[src/rtl/dtcore32_pkg.sv]
`default_nettype none
// ============================================================================
// Module      : dtcore32_pkg
// Description : Shared types for the dtcore32 hazard controller. Holds the
//               EX forwarding-mux select encoding and the data-memory wait
//               state machine encoding.
// Revision    : 1.0 - initial release
// ============================================================================
package dtcore32_pkg;

    // EX operand forwarding select. The encoding is visible on the
    // EX_forward_*_o ports, so the values are fixed.
    typedef enum logic [1:0] {
        FWD_NONE = 2'b00,
        FWD_WB   = 2'b01,
        FWD_MEM  = 2'b10
    } fwd_sel_t;

    // Data-memory access tracking: IDLE while no access is pending beyond
    // its first cycle, WAIT while waiting on the acknowledge.
    typedef enum logic [0:0] {
        IDLE = 1'b0,
        WAIT = 1'b1
    } dmem_state_t;

endpackage
`default_nettype wire

[src/rtl/dtcore32_fwd_sel.sv]
`default_nettype none
// ============================================================================
// Module      : dtcore32_fwd_sel
// Description : Forwarding select for one EX source operand. A write in MEM
//               is younger than a write in WB, so a MEM match wins. Register
//               x0 is hard-wired to zero and is never forwarded.
// Ports       : i_rs_addr        - EX source register address
//               i_mem_rd_addr    - destination register of the MEM instruction
//               i_mem_reg_wr_en  - MEM instruction writes its destination
//               i_wb_rd_addr     - destination register of the WB instruction
//               i_wb_reg_wr_en   - WB instruction writes its destination
//               o_fwd_sel        - forwarding mux select
// Revision    : 1.0 - initial release
// ============================================================================
module dtcore32_fwd_sel
    import dtcore32_pkg::*;
#(
    parameter int unsigned AW = 5
) (
    input  logic [AW-1:0] i_rs_addr,
    input  logic [AW-1:0] i_mem_rd_addr,
    input  logic          i_mem_reg_wr_en,
    input  logic [AW-1:0] i_wb_rd_addr,
    input  logic          i_wb_reg_wr_en,
    output fwd_sel_t      o_fwd_sel
);

    logic w_src_nonzero;
    logic w_mem_hit;
    logic w_wb_hit;

    assign w_src_nonzero = (i_rs_addr != '0);
    assign w_mem_hit     = i_mem_reg_wr_en & (i_mem_rd_addr == i_rs_addr) & w_src_nonzero;
    assign w_wb_hit      = i_wb_reg_wr_en  & (i_wb_rd_addr  == i_rs_addr) & w_src_nonzero;

    always_comb begin
        o_fwd_sel = FWD_NONE;
        if (w_mem_hit) begin
            o_fwd_sel = FWD_MEM;
        end else if (w_wb_hit) begin
            o_fwd_sel = FWD_WB;
        end
    end

endmodule
`default_nettype wire

[src/rtl/dtcore32_hazard_ctrl.sv]
`default_nettype none
// ============================================================================
// Module      : dtcore32_hazard_ctrl
// Description : Pipeline hazard controller for the five-stage dtcore32 core.
//               Drives the stall/flush controls of the pipeline registers and
//               the EX forwarding muxes. Handles a variable-latency data
//               memory with timeout, a multi-cycle MDU with abort-on-trap,
//               load-use hazards, branch/jump redirects and traps, and counts
//               front-end stall cycles.
// Ports       : clk_i, rst_i                 - clock, async active-high reset
//               EX/MEM/WB/ID_*_addr_i        - register addresses per stage
//               MEM/WB_reg_wr_en_i           - stage writes its rd
//               ID_rs1/rs2_used_i            - ID instruction reads the source
//               EX_load_i                    - load in EX
//               MEM_dmem_req_i, dmem_ack_i   - data-memory handshake
//               EX_mdu_start_i, mdu_done_i   - MDU handshake
//               EX_pc_src_i                  - taken branch/jump in EX
//               *_trap_valid_i               - trap present in stage
//               EX_forward_a/b_o             - forwarding selects
//               *_stall_o, *_flush_o         - pipeline register controls
//               mdu_kill_o                   - abort in-flight MDU op
//               dmem_timeout_o               - pulse on data-memory timeout
//               stall_cycles_o               - count of IF stall cycles
// Revision    : 1.0 - initial release
// ============================================================================
module dtcore32_hazard_ctrl
    import dtcore32_pkg::*;
#(
    parameter int unsigned AW           = 5,
    parameter int unsigned DMEM_TIMEOUT = 255,
    parameter int unsigned CNT_W        = 32
) (
    input  logic             clk_i,
    input  logic             rst_i,

    input  logic [AW-1:0]    EX_rs1_addr_i,
    input  logic [AW-1:0]    EX_rs2_addr_i,
    input  logic [AW-1:0]    MEM_rd_addr_i,
    input  logic [AW-1:0]    WB_rd_addr_i,
    input  logic [AW-1:0]    EX_rd_addr_i,
    input  logic [AW-1:0]    ID_rs1_addr_i,
    input  logic [AW-1:0]    ID_rs2_addr_i,
    input  logic             MEM_reg_wr_en_i,
    input  logic             WB_reg_wr_en_i,
    input  logic             ID_rs1_used_i,
    input  logic             ID_rs2_used_i,
    input  logic             EX_load_i,
    input  logic             MEM_dmem_req_i,
    input  logic             dmem_ack_i,
    input  logic             EX_mdu_start_i,
    input  logic             mdu_done_i,
    input  logic             EX_pc_src_i,
    input  logic             ID_trap_valid_i,
    input  logic             EX_trap_valid_i,
    input  logic             MEM_trap_valid_i,
    input  logic             WB_trap_valid_i,

    output logic [1:0]       EX_forward_a_o,
    output logic [1:0]       EX_forward_b_o,
    output logic             IF_stall_o,
    output logic             ID_stall_o,
    output logic             EX_stall_o,
    output logic             MEM_stall_o,
    output logic             ID_flush_o,
    output logic             EX_flush_o,
    output logic             MEM_flush_o,
    output logic             WB_flush_o,
    output logic             mdu_kill_o,
    output logic             dmem_timeout_o,
    output logic [CNT_W-1:0] stall_cycles_o
);

    // Wait counter only has to reach DMEM_TIMEOUT; it never counts past it.
    localparam int unsigned          c_WCNT_W   = $clog2(DMEM_TIMEOUT + 1);
    localparam logic [c_WCNT_W-1:0]  c_WAIT_MAX = c_WCNT_W'(DMEM_TIMEOUT);

    // ------------------------------------------------------------------
    // Forwarding
    // ------------------------------------------------------------------
    fwd_sel_t w_fwd_a;
    fwd_sel_t w_fwd_b;

    dtcore32_fwd_sel #(
        .AW (AW)
    ) u_fwd_a (
        .i_rs_addr       (EX_rs1_addr_i),
        .i_mem_rd_addr   (MEM_rd_addr_i),
        .i_mem_reg_wr_en (MEM_reg_wr_en_i),
        .i_wb_rd_addr    (WB_rd_addr_i),
        .i_wb_reg_wr_en  (WB_reg_wr_en_i),
        .o_fwd_sel       (w_fwd_a)
    );

    dtcore32_fwd_sel #(
        .AW (AW)
    ) u_fwd_b (
        .i_rs_addr       (EX_rs2_addr_i),
        .i_mem_rd_addr   (MEM_rd_addr_i),
        .i_mem_reg_wr_en (MEM_reg_wr_en_i),
        .i_wb_rd_addr    (WB_rd_addr_i),
        .i_wb_reg_wr_en  (WB_reg_wr_en_i),
        .o_fwd_sel       (w_fwd_b)
    );

    assign EX_forward_a_o = w_fwd_a;
    assign EX_forward_b_o = w_fwd_b;

    // ------------------------------------------------------------------
    // Load-use detection. Sources the ID instruction does not read, and a
    // load targeting x0, can never create a dependency.
    // ------------------------------------------------------------------
    logic w_rs1_dep;
    logic w_rs2_dep;
    logic w_load_use;

    assign w_rs1_dep  = ID_rs1_used_i & (ID_rs1_addr_i == EX_rd_addr_i);
    assign w_rs2_dep  = ID_rs2_used_i & (ID_rs2_addr_i == EX_rd_addr_i);
    assign w_load_use = EX_load_i & (w_rs1_dep | w_rs2_dep) & (EX_rd_addr_i != '0);

    // ------------------------------------------------------------------
    // Data-memory wait tracking
    // ------------------------------------------------------------------
    dmem_state_t             r_dmem_state;
    logic [c_WCNT_W-1:0]     r_wait_cnt;
    logic                    w_wait_expired;
    logic                    w_dmem_stall;

    assign w_wait_expired = (r_dmem_state == WAIT) && (r_wait_cnt == c_WAIT_MAX);

    // The expiry cycle releases the stall so the access is abandoned; an
    // acknowledge on that same cycle still wins and suppresses the pulse.
    assign w_dmem_stall   = MEM_dmem_req_i & ~dmem_ack_i & ~w_wait_expired;
    assign dmem_timeout_o = w_wait_expired & ~dmem_ack_i;

    always_ff @(posedge clk_i or posedge rst_i) begin
        if (rst_i) begin
            r_dmem_state <= IDLE;
            r_wait_cnt   <= '0;
        end else begin
            case (r_dmem_state)
                IDLE: begin
                    if (MEM_dmem_req_i && !dmem_ack_i) begin
                        r_dmem_state <= WAIT;
                        r_wait_cnt   <= '0;
                    end
                end
                WAIT: begin
                    if (dmem_ack_i || w_wait_expired) begin
                        r_dmem_state <= IDLE;
                    end else begin
                        r_wait_cnt <= r_wait_cnt + c_WCNT_W'(1);
                    end
                end
                default: begin
                    r_dmem_state <= IDLE;
                end
            endcase
        end
    end

    // ------------------------------------------------------------------
    // MDU busy tracking and kill. The op is held in EX while busy, so the
    // start input and the busy flag together describe an active op.
    // ------------------------------------------------------------------
    logic r_mdu_busy;
    logic w_mdu_active;
    logic w_mdu_kill;
    logic w_mdu_stall;

    assign w_mdu_active = r_mdu_busy | EX_mdu_start_i;

    // A trap in MEM/WB redirects the pipe, so the MDU result is unwanted.
    // While the data memory stalls, MEM/WB are frozen and the trap has not
    // taken effect yet, so the kill waits.
    assign w_mdu_kill  = (MEM_trap_valid_i | WB_trap_valid_i) & w_mdu_active & ~w_dmem_stall;
    assign w_mdu_stall = w_mdu_active & ~mdu_done_i & ~w_mdu_kill;
    assign mdu_kill_o  = w_mdu_kill;

    always_ff @(posedge clk_i or posedge rst_i) begin
        if (rst_i) begin
            r_mdu_busy <= 1'b0;
        end else if (mdu_done_i || w_mdu_kill) begin
            r_mdu_busy <= 1'b0;
        end else if (EX_mdu_start_i && !r_mdu_busy) begin
            r_mdu_busy <= 1'b1;
        end
    end

    // ------------------------------------------------------------------
    // Stall hierarchy. Each stall source freezes the registers up to the
    // stage it blocks and inserts a bubble into the next register down.
    // ------------------------------------------------------------------
    logic w_if_stall;
    logic w_id_stall;
    logic w_ex_stall;
    logic w_mem_stall;
    logic w_wb_bubble;
    logic w_mem_bubble;
    logic w_ex_bubble;

    assign w_mem_stall  = w_dmem_stall;
    assign w_ex_stall   = w_dmem_stall | w_mdu_stall;
    assign w_id_stall   = w_ex_stall | w_load_use;
    assign w_if_stall   = w_id_stall;

    assign w_wb_bubble  = w_dmem_stall;
    assign w_mem_bubble = w_mdu_stall & ~w_dmem_stall;
    assign w_ex_bubble  = w_load_use & ~w_mdu_stall & ~w_dmem_stall;

    assign IF_stall_o  = w_if_stall;
    assign ID_stall_o  = w_id_stall;
    assign EX_stall_o  = w_ex_stall;
    assign MEM_stall_o = w_mem_stall;

    // ------------------------------------------------------------------
    // Flushes. A trap clears the register entering its stage and every
    // younger one. A held register cannot also be cleared; the request is
    // simply re-presented once the stall drops, because the trap or
    // redirect input is still asserted then.
    // ------------------------------------------------------------------
    logic w_id_flush_req;
    logic w_ex_flush_req;
    logic w_mem_flush_req;
    logic w_wb_flush_req;

    assign w_wb_flush_req  = WB_trap_valid_i | w_wb_bubble;
    assign w_mem_flush_req = WB_trap_valid_i | MEM_trap_valid_i | w_mem_bubble;
    assign w_ex_flush_req  = WB_trap_valid_i | MEM_trap_valid_i | EX_trap_valid_i
                           | EX_pc_src_i | w_ex_bubble;
    assign w_id_flush_req  = WB_trap_valid_i | MEM_trap_valid_i | EX_trap_valid_i
                           | ID_trap_valid_i | EX_pc_src_i;

    assign ID_flush_o  = w_id_flush_req  & ~w_id_stall;
    assign EX_flush_o  = w_ex_flush_req  & ~w_ex_stall;
    assign MEM_flush_o = w_mem_flush_req & ~w_mem_stall;
    assign WB_flush_o  = w_wb_flush_req;

    // ------------------------------------------------------------------
    // Front-end stall cycle counter, free-running with natural wrap.
    // ------------------------------------------------------------------
    logic [CNT_W-1:0] r_stall_cnt;

    always_ff @(posedge clk_i or posedge rst_i) begin
        if (rst_i) begin
            r_stall_cnt <= '0;
        end else if (w_if_stall) begin
            r_stall_cnt <= r_stall_cnt + CNT_W'(1);
        end
    end

    assign stall_cycles_o = r_stall_cnt;

endmodule
`default_nettype wire

[config.mk]
export PLATFORM = sky130hd
export DESIGN_NAME = dtcore32_hazard_ctrl
export DESIGN_NICKNAME = d
export VERILOG_FILES = /design/src/rtl/dtcore32_pkg.sv /design/src/rtl/dtcore32_fwd_sel.sv /design/src/rtl/dtcore32_hazard_ctrl.sv
export SDC_FILE = /design/constraint.sdc
export NUM_CORES = 1
export LEC_CHECK = 0
export CAP_MARGIN = 20
export CORE_AREA = 5 5 83 85
export DETAILED_ROUTE_END_ITERATION = 6
export DIE_AREA = 0 0 88 90
export GPL_TIMING_DRIVEN = 0
export PLACE_DENSITY = 0.88
export SYNTH_ARGS = -nofsm -noshare
export SYNTH_HDL_FRONTEND = slang
export SYNTH_HIERARCHICAL = 1
export SYNTH_SLANG_ARGS = --single-unit
[constraint.sdc]
create_clock -name clk_i -period 2.5 [get_ports clk_i]
set_clock_uncertainty 0.15 [all_clocks]
set_input_delay 0.25 -clock clk_i [delete_from_list [all_inputs] [get_ports clk_i]]
set_output_delay 0.25 -clock clk_i [all_outputs]
set_load 0.03 [all_outputs]
### Yosys cells after proc, flatten, opt, wreduce, memory -nomap -nowiden

Index checks and enable logic that the tools add are counted.

* register bits: 42
* bits in latches: 0
* RAM bits: 0
* memory bits (read-only): 0
* bits of input ports: 51
* output and inout port bits: 46
* logic and storage cells: 85
* memories: 0

* $add $sub $neg: 2
* multiply operators: 0
* divide/modulo/power cells: 0
* $lt $le $gt $ge: 0
* eq/ne operators: 9
* shifts and indexed selects: 0
* mux-type cells: 12
* bitwise logic cells: 46
* reduce and logical (&&, ||, !) cells: 12

Operators by type and width (number)
* $add A32 B1 Y32 const B: 1
* $eq A5 B5 Y1: 6
* $and A1 B1 Y1: 25
* $mux W8: 2
* $pmux W8 S2: 1
* $reduce_bool A5 Y1: 3
* $or A1 B1 Y1: 12
* $not A1 Y1: 9
* $add A8 B1 Y8 const B: 1
* $eq A8 B8 Y1 const B: 1
* $mux W1: 6
* $mux W2: 2
* $ne A2 B2 Y1 const B: 2
* $logic_and A1 B1 Y1: 3
* $logic_not A1 Y1: 2
* $logic_or A1 B1 Y1: 2
* $pmux W1 S2: 1
* $reduce_and A2 Y1: 1
* $reduce_bool A2 Y1: 1

### Depth between registers and ports, before layout

* word-level depth: 13
* depth in mapped cells: 8
* depth with buffers taken out: 7

### Cells and area by module

The synthesis kept the hierarchy.

Modules (own cells, without submodules)
* dtcore32_hazard_ctrl: times used 1, cells an instance 223, area each 2268.4 um^2, seq. area each 1051.0 um^2
* dtcore32_fwd_sel: times used 2, cells an instance 19, area each 146.4 um^2, seq. area each 0.0 um^2

### Worst setup path after synthesis

No wires, ideal clock.

* path type: register to output
* start point: register r_wait_cnt[0]
* end point: output port ID_flush_o
* arrival: 2.374 ns
* required time: 2.100 ns
* slack: -0.274 ns
* stages on the path, launching flop included: 9
* buffers on the path: 1
* cell sequence: dfrtp_1 ha_1 nand2_1 o31a_1 or2_4 a21oi_4 buf_6 inv_1 nor2_1

* longest elaborated chain between the ends: 12

Ends and longest elaborated chain
* start: declaration: RTL line dtcore32_hazard_ctrl.sv:124 `logic [c_WCNT_W-1:0] r_wait_cnt;`
* start signal: assignment: RTL line dtcore32_hazard_ctrl.sv:151 `r_wait_cnt <= r_wait_cnt + c_WCNT_W'(1);`
* $eq A8 B8 Y1 *: RTL line dtcore32_hazard_ctrl.sv:128 `assign w_wait_expired = (r_dmem_state == WAIT) && (r_wait_cnt == c_WAIT_MAX);`
* $logic_and A1 B1 Y1 *: RTL line dtcore32_hazard_ctrl.sv:128
* $not A1 Y1 *: RTL line dtcore32_hazard_ctrl.sv:132 `assign w_dmem_stall = MEM_dmem_req_i & ~dmem_ack_i & ~w_wait_expired;`
* $and A1 B1 Y1 *: RTL line dtcore32_hazard_ctrl.sv:132
* via MEM_stall_o: RTL line dtcore32_hazard_ctrl.sv:63 `output logic MEM_stall_o,`
* $not A1 Y1: RTL line dtcore32_hazard_ctrl.sv:175 `assign w_mdu_kill = (MEM_trap_valid_i | WB_trap_valid_i) & w_mdu_active & ~w_dmem_stall;`
* $and A1 B1 Y1: RTL line dtcore32_hazard_ctrl.sv:175
* $not A1 Y1: RTL line dtcore32_hazard_ctrl.sv:176 `assign w_mdu_stall = w_mdu_active & ~mdu_done_i & ~w_mdu_kill;`
* $and A1 B1 Y1: RTL line dtcore32_hazard_ctrl.sv:176
* $or A1 B1 Y1 *: RTL line dtcore32_hazard_ctrl.sv:202 `assign w_ex_stall = w_dmem_stall | w_mdu_stall;`
* via EX_stall_o: RTL line dtcore32_hazard_ctrl.sv:62 `output logic EX_stall_o,`
* $or A1 B1 Y1 *: RTL line dtcore32_hazard_ctrl.sv:203 `assign w_id_stall = w_ex_stall | w_load_use;`
* via ID_stall_o: RTL line dtcore32_hazard_ctrl.sv:61 `output logic ID_stall_o,`
* $not A1 Y1 *: RTL line dtcore32_hazard_ctrl.sv:233 `assign ID_flush_o = w_id_flush_req & ~w_id_stall;`
* $and A1 B1 Y1 *: RTL line dtcore32_hazard_ctrl.sv:233
* end: declaration: RTL line dtcore32_hazard_ctrl.sv:64 `output logic ID_flush_o,`

Mark *: on every way through the listed nets, which the timed path passes. The rest lies on a longest branch.

### Worst setup path in the final report

* start point: input port EX_rs2_addr_i[2]
* end point: output port EX_forward_b_o[1]

* longest elaborated chain between the ends: 4
* elaborated cells on any way between the ends: 5
* classes of those cells: eq/ne (1); mux (1); bitwise (2); reduce/logical (1)

Ends and longest elaborated chain
* start: declaration: RTL line dtcore32_hazard_ctrl.sv:37 `input logic [AW-1:0] EX_rs2_addr_i,`
* $eq A5 B5 Y1: RTL line dtcore32_fwd_sel.sv:33 `assign w_mem_hit = i_mem_reg_wr_en & (i_mem_rd_addr == i_rs_addr) & w_src_nonzero;`
* $and A1 B1 Y1: RTL line dtcore32_fwd_sel.sv:33
* $and A1 B1 Y1 *: RTL line dtcore32_fwd_sel.sv:33
* via u_fwd_b.w_mem_hit: RTL line dtcore32_fwd_sel.sv:29 `logic w_mem_hit;`
* $mux W2 *: RTL line dtcore32_fwd_sel.sv:38 `if (w_mem_hit) begin`
* end: declaration: RTL line dtcore32_hazard_ctrl.sv:59 `output logic [1:0] EX_forward_b_o,`

Marked as above.

==> results.py <==
metrics = {
    "synthesis": {
        "yosys_top_cell_area_share_pct": 41.0,
        "netlist_instances": 261,
        "asyncSetResetFlopFracSynth_pct": 100,
        "synth-warning-count": 6,
        "synthTopCellsByArea": "dfrtp_1, xor2_1, xnor2_1",
        "sequential_share_of_the_synthesized_area_pct": 41.0,
        "post_synth_num_cell_types": 44,
        "synth.net_count": 314,
        "ys.flop_type": "dfrtp_1",
        "synth_enable_flop_cells": 0,
        "synth_top_cell_by_area": "dfrtp_1",
        "postSynthRegisterBits": 42,
        "avgSynthCellArea_um2": 9.81,
        "netlist_area_mm2": 0.00256,
    },
    "clock_tree": {
        "clock_tree.htree_level_count": 2,
        "insertion_delay_ns": 0.29,
        "tritoncts_num_sinks": 42,
        "ctsHoldBuffers": 0,
        "clock_tree.root_cell": "clkbuf_8",
        "clk_pin_slew_worst_paths_ns": 0.08,
        "cts_max_path_buffers": 2,
        "cts-buffers-inserted": 5,
        "cts_tree": "yes",
    },
    "die": {
        "core_region_area_mm2": 0.00613,
        "start_util_pct": 41.8,
        "io-pin-count": 97,
        "die_width_um": 88,
        "fp.dieArea_mm2": 0.00792,
        "die_height_um": 90,
        "floorplan.rows": 29,
    },
    "status": {
        "outcome": "completed",
    },
    "routing": {
        "wire_per_inst_um": 15.2,
        "post-route-drc-count": 0,
        "routed-via-count": 2334,
        "detail_route.vias_per_cell": 5.21,
        "drt.antenna.violating_nets": 0,
        "detail_route.iter0.violations": 56,
        "drtPass1Iterations": 4,
        "routed_wirelength_um": 6830,
    },
    "global_routing": {
        "grt_util_all_layers_pct": 17.6,
        "global_route_wire_length_before_repair_um": 11300,
        "grt_busiest_layer": "met2",
        "antenna_found_initial": 0,
        "grt_use_met1_pct": 23.0,
        "overflow": 0,
        "use_met3_pct": 4.30,
        "globalRouteMet2Util_pct": 28.6,
        "grt_max_degree": 43,
        "number_of_global_route_vias_before_repair": 2387,
    },
    "setup_path": {
        "crit_path_end_kind": "output port",
        "reg2regPathDepth": 6,
        "cp_data_arrival_time_ns": 2.04,
        "critPathSlowestCell": "or4_1",
        "rr_endpoint": "stall_cycles_o[31]",
        "worst-endpoint-required_ns": 2.10,
        "slowest_delay_ns": 0.53,
        "path_max_fanout": 3,
        "reg2reg_from": "stall_cycles_o[13]",
        "worstSetupPathType": "input pin to output port",
        "reg2reg_slack_ns": 0.26,
        "cp_cell_sequence": "clkdlybuf4s50_1 -> or4_1 -> nor2_1 -> and3b_1 -> buf_4 -> dlygate4sd2_1",
        "nature_of_the_critical_path_startpoint": "input pin",
    },
    "power_and_ir_drop": {
        "static-leakage-power_nw": 1.67,
        "power_per_cell_area_mw_per_mm2": 528,
        "irDropWorstVdd_v": 0.000457,
    },
    "layout": {
        "layoutNonFillerInstCount": 448,
        "layout.nets": 423,
        "final_cell_mix": "clkdlybuf4s50_1, dfrtp_1, xor2_1",
        "num_antenna_cells": 0,
        "syn2layout_area_growth_pct": 46.4,
        "multi_input_area_mm2": 0.00144,
        "fill_cells": 524,
        "mostFrequentLayoutCell": "clkdlybuf4s50_1",
        "ff_latch_area_mm2": 0.00105,
        "ratio_of_cells_with_drive_above_1_in_the_final_layout_pct": 10.8,
    },
    "flow_run": {
        "max_cap_violations": 0,
    },
    "worst_hold_path": {
        "holdCritPathClass": "input pin to asynchronous set/reset pin",
    },
    "timing": {
        "rsz0062_at_grt": "no",
        "timing.final.ws_setup_ns": 0.0619,
        "worst_slew_pin_slew_ns": 0.855,
        "timing.final.setup_violations": 0,
        "hold_slack_ns": 0.307,
        "setup-tns-final_ns": 0,
        "part_of_the_cycle_the_worst_path_needs_pct": 97.5,
        "timing_max_transition_violations_final": 0,
        "timing.final.hold_violations": 0,
        "upper_clock_frequency_limit_mhz": 410,
        "maxSlewHeadroom_pct": 42.9,
        "min_period_ns": 2.44,
    },
    "placement": {
        "dpl.hpwl_um": 5230,
        "placer_congestion_estimate": 0.879,
        "dpl.cell_count": 434,
        "port-buffer-count": 96,
        "pre_cts_ws_ns": -0.693,
    },
}
==> registers in the layout (all words and copies together) (netlist names) <==
signal / flops
stall_cycles_o: 32
r_dmem_state: 1
r_wait_cnt: 8
r_mdu_busy: 1
==> layer usage <==
layer	vias up	routed length, µm
li1	1134	-
met2	104	3260
met4	0	138
met1	1084	2880
met5	-	0
met3	12	552
==> Yosys cell counts, drive strengths merged (3+ instances only) <==
cell type / instances
a21oi: 4
and2: 3
and3: 4
buf: 6
dfrtp: 42
inv: 5
nand2: 20
nand2b: 4
nand3: 13
nand4: 11
nor2: 23
nor3: 11
nor4: 13
nor4b: 3
o21ai: 3
or4: 5
xnor2: 28
xor2: 37
==> per-stage QoR <==
step           util (%)  cell area (µm²)  power, mW
2_1_floorplan         -             2570       1.23
3_3_place_gp       59.1             3630       1.53
3_5_place_dp       59.1             3630       1.55
4_1_cts            61.0             3740       1.99
5_1_grt            61.2             3750       2.10
6_report           61.2             3750       1.98
==> worst max path at each step <==
stage	start	to	slack (ns)	cells past startpoint
2_1_floorplan	r_wait_cnt[0]	ID_flush_o	-0.002	8
3_3_place_gp	EX_rd_addr_i[1]	ID_flush_o	-0.70	8
3_5_place_dp	EX_rd_addr_i[1]	ID_flush_o	-0.69	8
4_1_cts	r_wait_cnt[1]	ID_flush_o	0.02	9
5_1_grt	EX_rs1_addr_i[2]	EX_forward_a_o[1]	0.008	6
6_report	EX_rs2_addr_i[2]	EX_forward_b_o[1]	0.06	6
==> power breakdown <==
part           internal [mW]  leakage (nW)  switching (mW)
sequential             0.754         0.554           0.107
clock                  0.197        0.0452           0.229
combinational          0.331          1.07           0.363
==> critical path: cells and delay by family <==
kind | cells | cell delay [ns]
buf+inv | 3 | 0.94
simple gates | 3 | 0.85
==> kinds of logic after synthesis <==
| group | count (synthesis) | synth area share, % |
|---|---|---|
| AND/OR/NAND/NOR | 121 | 26.9 |
| XOR/XNOR | 65 | 22.2 |
| flip-flops | 42 | 41.0 |
| AO/OA/AOI/OAI | 17 | 4.93 |
| buffers and inverters | 12 | 3.08 |
| multiplexers | 2 | 0.879 |
| adder cells (fa/ha/maj) | 2 | 0.977 |
==> area by class of cell <==
cell class	instances	area share, %
multi-input combinational	207	38.5
sequential	42	28.1
timing repair buffer	103	26.8
tap	77	2.57
clock buffer	6	1.94
buffer	6	1.30
inverter	5	0.501
clock inverter	2	0.367
==> what timing repair did <==
| item | in CTS | in global routing |
|---|---|---|
| gates resized for setup | 29 | 7 |
| setup endpoints to repair | 12 | 5 |
| pin swaps | 3 | 1 |
| buffers inserted | 6 | 1 |
Note: power is estimated with default switching activity, not from simulation.
